`src/rtl/addr_seq_unlock.sv`:
```
// addr_seq_unlock: bus-address key-sequence lock. A window of read accesses
// whose key field matches KEY in order opens the block; any window write,
// an idle timeout or reset relocks it. Locked reads return LFSR noise.
module addr_seq_unlock #(
  parameter int unsigned ADDR_W  = 14,
  parameter logic [1:0]  WIN     = 2'b01,
  parameter int unsigned KEY_LSB = 4,
  parameter int unsigned KEY_W   = 4,
  parameter int unsigned KEY_LEN = 4,
  parameter logic [KEY_LEN*KEY_W-1:0] KEY = {4'hA, 4'h2, 4'h9, 4'h1},
  parameter int unsigned DATA_W  = 2,
  parameter logic [DATA_W-1:0] RESP = 2'b10,
  parameter int unsigned TIMEOUT = 255
) (
  input  logic                       clk,
  input  logic                       rst,
  input  logic                       sel_n,
  input  logic [ADDR_W-1:0]          addr,
  input  logic                       rd,
  input  logic                       strobe,
  output logic [DATA_W-1:0]          rd_data,
  output logic                       rd_oe,
  output logic                       unlocked,
  output logic [$clog2(KEY_LEN+1)-1:0] progress
);

  localparam int unsigned P_W   = $clog2(KEY_LEN + 1);
  localparam int unsigned CNT_W = (TIMEOUT > 0) ? $clog2(TIMEOUT + 1) : 1;

  typedef enum logic [1:0] {IDLE, ARMING, OPEN} state_t;

  state_t             state;
  logic [P_W-1:0]     p;
  logic [CNT_W-1:0]   idle_cnt;
  logic [7:0]         lfsr;

  logic               hit;
  logic               qacc;
  logic               wacc;
  logic [KEY_W-1:0]   k;
  logic [KEY_W-1:0]   cur_key;
  logic [P_W-1:0]     p_adv;
  logic [7:0]         lfsr_nxt;
  logic               expire;
  logic               unused_addr;

  // Bus-cycle qualification and key field extraction
  assign hit  = strobe & ~sel_n & (addr[ADDR_W-1 -: 2] == WIN);
  assign qacc = hit & rd;
  assign wacc = hit & ~rd;
  assign k    = addr[KEY_LSB +: KEY_W];

  // Only the window bits and key field of the address carry meaning
  assign unused_addr = ^addr;

  // Fibonacci LFSR step, taps 8,6,5,4, shifting left into bit 0
  assign lfsr_nxt = {lfsr[6:0], lfsr[7] ^ lfsr[5] ^ lfsr[4] ^ lfsr[3]};

  // Idle expiry only matters once a sequence is in progress
  assign expire = (TIMEOUT != 0) && (p != '0) && (idle_cnt == CNT_W'(TIMEOUT));

  // Next progress value on a read: advance, restart on element 0, or clear
  always_comb begin
    cur_key = KEY[KEY_W-1:0];
    for (int i = 0; i < int'(KEY_LEN); i++) begin
      if (p == P_W'(i)) cur_key = KEY[i*KEY_W +: KEY_W];
    end
    if (k == cur_key)                    p_adv = p + P_W'(1);
    else if (k == KEY[KEY_W-1:0])        p_adv = P_W'(1);
    else                                 p_adv = '0;
  end

  // Lock state machine with idle counter and LFSR
  always_ff @(posedge clk) begin
    if (rst) begin
      state    <= IDLE;
      p        <= '0;
      unlocked <= 1'b0;
      idle_cnt <= '0;
      lfsr     <= 8'h01;
    end else if (wacc) begin
      state    <= IDLE;
      p        <= '0;
      unlocked <= 1'b0;
      idle_cnt <= '0;
    end else if (qacc) begin
      idle_cnt <= '0;
      if (state != OPEN) begin
        lfsr     <= lfsr_nxt;
        p        <= p_adv;
        unlocked <= (p_adv == P_W'(KEY_LEN));
        if (p_adv == P_W'(KEY_LEN)) state <= OPEN;
        else if (p_adv == '0)       state <= IDLE;
        else                        state <= ARMING;
      end
    end else if (expire) begin
      state    <= IDLE;
      p        <= '0;
      unlocked <= 1'b0;
      idle_cnt <= '0;
    end else if (p != '0) begin
      idle_cnt <= idle_cnt + CNT_W'(1);
    end
  end

  // Read path reflects state before the access updates it
  assign rd_oe    = qacc;
  assign rd_data  = (state == OPEN) ? RESP : lfsr[DATA_W-1:0];
  assign progress = p;

endmodule

```
`config.mk`:
```
export PLATFORM = sky130hd
export DESIGN_NAME = addr_seq_unlock
export DESIGN_NICKNAME = d
export VERILOG_FILES = /design/src/rtl/addr_seq_unlock.sv
export SDC_FILE = /design/constraint.sdc
export NUM_CORES = 1
export LEC_CHECK = 0
export ABC_CLOCK_PERIOD_IN_PS = 3100
export BUFFER_PORTS_ARGS = -buffer_cell sky130_fd_sc_hd__buf_2
export CAP_MARGIN = 10
export CORE_ASPECT_RATIO = 0.6
export CORE_UTILIZATION = 30
export DETAILED_ROUTE_END_ITERATION = 8
export PLACE_DENSITY_LB_ADDON = 0.05
export SLEW_MARGIN = 30
export SYNTH_ARGS = -nofsm -noshare
export SYNTH_HDL_FRONTEND = slang
export SYNTH_SLANG_ARGS = --single-unit
export TNS_END_PERCENT = 1
```
`constraint.sdc`:
```
create_clock -name clk -period 3.1 [get_ports clk]
set_input_delay 0.31 -clock clk [delete_from_list [all_inputs] [get_ports clk]]
set_output_delay 0.31 -clock clk [all_outputs]
set_load 0.005 [all_outputs]
```
[Word-level counts from Yosys, hierarchy flattened]
Cells that the tools add are included.
Word-level totals
  register bits after elaboration: 22
  logic and storage cells: 53
Operators by class
  add/sub/neg operators: 2
  equality and inequality tests: 11
  muxes and demuxes: 17
  bitwise logic cells: 10
  reduce and logical (&&, ||, !) cells: 8
Operators with widths (count)
  two-way mux 3 bit: 4
  two-way mux 4 bit: 3
  two-way mux 2 bit: 5
  adder 8 x 1 -> 8 bit (second input constant): 1
  == test 8 bit (second input constant): 1
  == test 3 x 2 -> 1 bit (second input constant): 2
  two-way mux 1 bit: 5
  bitwise AND 1 bit: 4
  == test 4 x 1 -> 1 bit (second input constant): 1
  == test 4 bit: 1
  OR reduction 4 bit: 1
  adder 3 x 1 -> 3 bit (second input constant): 1
  == test 3 x 1 -> 1 bit (second input constant): 1
  == test 3 bit (second input constant): 1
  logical NOT 3 bit: 1
  inverter 1 bit: 3
  AND reduction 3 bit: 1
  nonzero test 3 bit: 1
  XOR 1 bit: 3
  == test 2 x 1 -> 1 bit (second input constant): 1
  == test 2 bit (second input constant): 1
  != test 2 x 1 -> 1 bit (second input constant): 1
  != test 2 bit (second input constant): 1
  AND reduction 2 bit: 1
  other kinds (3): 3

[Logic depth before layout (Yosys ltp)]
  depth in word-level cells: 11
  gate-level depth with buffers: 7

[Worst setup path before layout]
OpenSTA, ideal clock, no wires.
  path type: reg2reg
  start point: register p[0], in the netlist progress[0]
  end point: register p[0], in the netlist progress[0]
  library setup time: 0.079 ns
  data arrival time: 1.616 ns
  slack: 1.406 ns
  cell stages (with the launch flop): 7
  path buffers: 0
  clock period less this slack: 1.694 ns
  cell sequence: dfxtp_1 ha_1 ha_1 or2_1 o211ai_1 o2111ai_2 o221ai_2
Between the ends
  cells in the longest elaborated chain, start to end: 8
  elaborated cells between the ends (all ways): 15
  classes of those cells: add/sub (1); eq/ne (4); mux (6); reduce/logical (4)
RTL lines
  start, declared: line 33  | logic [P_W-1:0] p;
  start signal, assigned: line 90  | p <= p_adv;
  == test 3 x 1 -> 1 bit: line 66  | if (p == P_W'(i)) cur_key = KEY[i*KEY_W +: KEY_W];
  two-way mux 4 bit (3 in a row): line 66
  == test 4 bit: line 68  | if (k == cur_key) p_adv = p + P_W'(1);
  two-way mux 3 bit: line 68
  two-way mux 3 bit: line 88  | if (state != OPEN) begin
  two-way mux 3 bit: line 86  | end else if (qacc) begin
Parallel ways exist; a longest one is shown, timed or not. The select of a mux whose other input is x is not followed.
A chain may end at the register's enable or synchronous reset.

[Final worst setup path]
Same ends and word-level chain as after synthesis.

==> results.sh <==
export IMPL_status="completed"
export IMPL_layout_commonest_cell="dfxtp_1"
export IMPL_async_reset_ff_share_pct=0
export IMPL_yosysSeqAreaShare_pct=36.4
export IMPL_io_buffers=17
export IMPL_reg2reg_to="progress[0]$_SDFFE_PP0P_"
export IMPL_final_hold_viol_count=0
export IMPL_vias_per_cell=4.82
export IMPL_syn_num_nets=151
export IMPL_area_delta_synth_final_pct=14.8
export IMPL_initial_core_util_pct=31.4
export IMPL_post_route_period_util_pct=60.7
export IMPL_drt_iter0_markers=20
export IMPL_avgSynthCellArea_um2=9.17
export IMPL_slew_limit_headroom_pct=63.8
export IMPL_worstHoldPathCells=2
export IMPL_final_cells=191
export IMPL_dp_cells=187
export IMPL_synth_seq_cells=21
export IMPL_leakage_nw=0.531
export IMPL_synth_area_um2=1150
export IMPL_first_global_vias=825
export IMPL_cts_tree="yes"
export IMPL_wl_um=2230
export IMPL_reg2reg_depth=6
export IMPL_track_usage_pct=12.3
export IMPL_power_density_nw_per_um2=357
export IMPL_die_h_um=50.1
export IMPL_maxCapViolations=0
export IMPL_final_cell_mix="dfxtp_1 (21), buf_2 (17), nor2_1 (14)"
export IMPL_peakVddDrop_uv=158
export IMPL_fp_coreArea_um2=3680
export IMPL_setup_viol=0
export IMPL_antenna_left=0
export IMPL_pin_count=26
export IMPL_post_synth_num_cell_types=39
export IMPL_tns_ns=0
export IMPL_fin_crit_ns=1.88
export IMPL_wl_per_cell_um=11.7
export IMPL_crit_start="progress[0]$_SDFFE_PP0P_"
export IMPL_skew_ns=0.00353
export IMPL_cts_setup_buffers=0
export IMPL_rsz0062_at_grt="no"
export IMPL_antenna_found_initial=0
export IMPL_crit_required_ns=3.24
export IMPL_min_path_type="in -> reg"
export IMPL_dpl_hpwl_um=1750
export IMPL_drive_gt1_share_pct=21.5
export IMPL_htree_levels=1
export IMPL_layout_nets=170
export IMPL_rrSetupSlack_ns=1.22
export IMPL_reg2reg_from="progress[0]$_SDFFE_PP0P_"
export IMPL_max_freq_mhz=531
export IMPL_cts_sinks=21
export IMPL_synthCells=126
export IMPL_routabilityCongestion=0.727
export IMPL_path_clk_slew_ns=0.08
export IMPL_clock_path_buffers=2
export IMPL_synth_edf_count=0
export IMPL_cts_root_buffer="clkbuf_8"
export IMPL_rows=17
export IMPL_dieWidth_um=82.1
export IMPL_holdPathEnd="lfsr[2]$_SDFFE_PP0P_"
export IMPL_grt_max_degree=13
export IMPL_cts_resized=0
export IMPL_holdBufCountCts=0
export IMPL_drt_pass1_iterations=4
export IMPL_die_area_um2=4110
export IMPL_synth_warning_count=0
export IMPL_critical_path_class="reg -> reg"
export IMPL_grt_overflow=0
export IMPL_synth_flop_cell="dfxtp_1"
export IMPL_crit_path_start_kind="flip-flop"
export IMPL_grt_pass1_wl_um=3770
export IMPL_cts_buffers=3
export IMPL_hp_start="rst"
export IMPL_critPathMaxFanout=9
export IMPL_clk_latency_ns=0.26
export IMPL_cp_arrival_ns=2.02
export IMPL_final_max_slew_violation_count=0
export IMPL_cp_end_kind="flip-flop"
export IMPL_drc=0
export IMPL_antenna_cells=0
export IMPL_worst_pin_slew_ns=0.542
export IMPL_via_count=920
-- cells by family after synthesis --
group / share of synthesized area, %
fa+ha+maj: 6.50
flops: 36.4
mux: 3.47
compound gates: 15.1
xor+xnor: 7.58
simple gates: 27.1
buf+inv: 3.90
-- cell usage after synthesis, types with 2 or more instances --
master	number	area, um^2
nand4_1	3	18.8
a21oi_1	5	25.0
ha_1	6	75.1
nand2b_1	3	18.8
o2111ai_1	5	43.8
dfxtp_1	21	420
mux2i_1	4	40.0
inv_1	6	22.5
xnor2_1	4	35.0
nand3_1	10	50.1
buf_4	2	15.0
xor2_1	6	52.6
o211ai_1	2	15.0
o21ai_1	2	10.0
and2_1	4	25.0
nand2_1	7	26.3
nor2_1	14	52.6
-- cell type report --
| class | count | area [um^2] |
|---|---|---|
| fill | 353 | 2350 |
| multi-input combinational | 95 | 689 |
| sequential | 21 | 420 |
| timing repair buffer | 17 | 85.1 |
| tap | 47 | 58.8 |
| clock buffer | 3 | 41.3 |
| inverter | 7 | 26.3 |
| clock inverter | 1 | 5.00 |
-- per-layer routing --
metal | wire [um] | track usage [%] | up-vias
met2 | 886 | 16.9 | 13
met4 | 0 | 2.63 | 0
met5 | 0 | 0 | -
li1 | - | - | 486
met1 | 1280 | 18.2 | 421
met3 | 60 | 4.07 | 0
-- worst max path at each step --
| stage | endpoint | slack [ns] | cells after the start |
|---|---|---|---|
| finish | progress[0]$_SDFFE_PP0P_ | 1.22 | 6 |
| detailed placement | progress[0]$_SDFFE_PP0P_ | 1.19 | 6 |
| global route | progress[0]$_SDFFE_PP0P_ | 1.03 | 6 |
| global placement | progress[0]$_SDFFE_PP0P_ | 1.24 | 6 |
| CTS | progress[0]$_SDFFE_PP0P_ | 1.19 | 6 |
| floorplan | progress[0]$_SDFFE_PP0P_ | 1.41 | 6 |
-- metrics by stage --
step	instance area, um^2	power (mW)	setup slack [ns]	hold WS, ns	util (%)
5_1_grt	1330	0.496	1.03	0.360	36.0
3_3_place_gp	1280	0.303	1.24	0.452	34.8
3_5_place_dp	1280	0.303	1.19	0.455	34.8
2_1_floorplan	1150	0.292	1.41	0.437	-
6_report	1330	0.474	1.22	0.365	36.0
4_1_cts	1330	0.485	1.19	0.351	36.0
-- critical path, cell delays in order, from the launching register on --
cell and delay [ns]:
dfxtp_1 0.46, inv_1 0.10, ha_1 0.21, nand2b_1 0.32
nand4_2 0.29, o2111ai_1 0.28, o221ai_2 0.11
-- power by group --
part / switching (mW) / total, mW / internal [mW]
logic: 0.0151 / 0.0258 / 0.0107
clock network: 0.0878 / 0.177 / 0.0894
registers: 0.000473 / 0.271 / 0.270
total: 0.103 / 0.474 / 0.370
-- flip-flops by register name, summed over array words and instances (netlist names) --
name,cells
progress,3
lfsr,8
unlocked,1
idle_cnt,8
state,1
No activity file was read; power rests on OpenSTA's default activity.
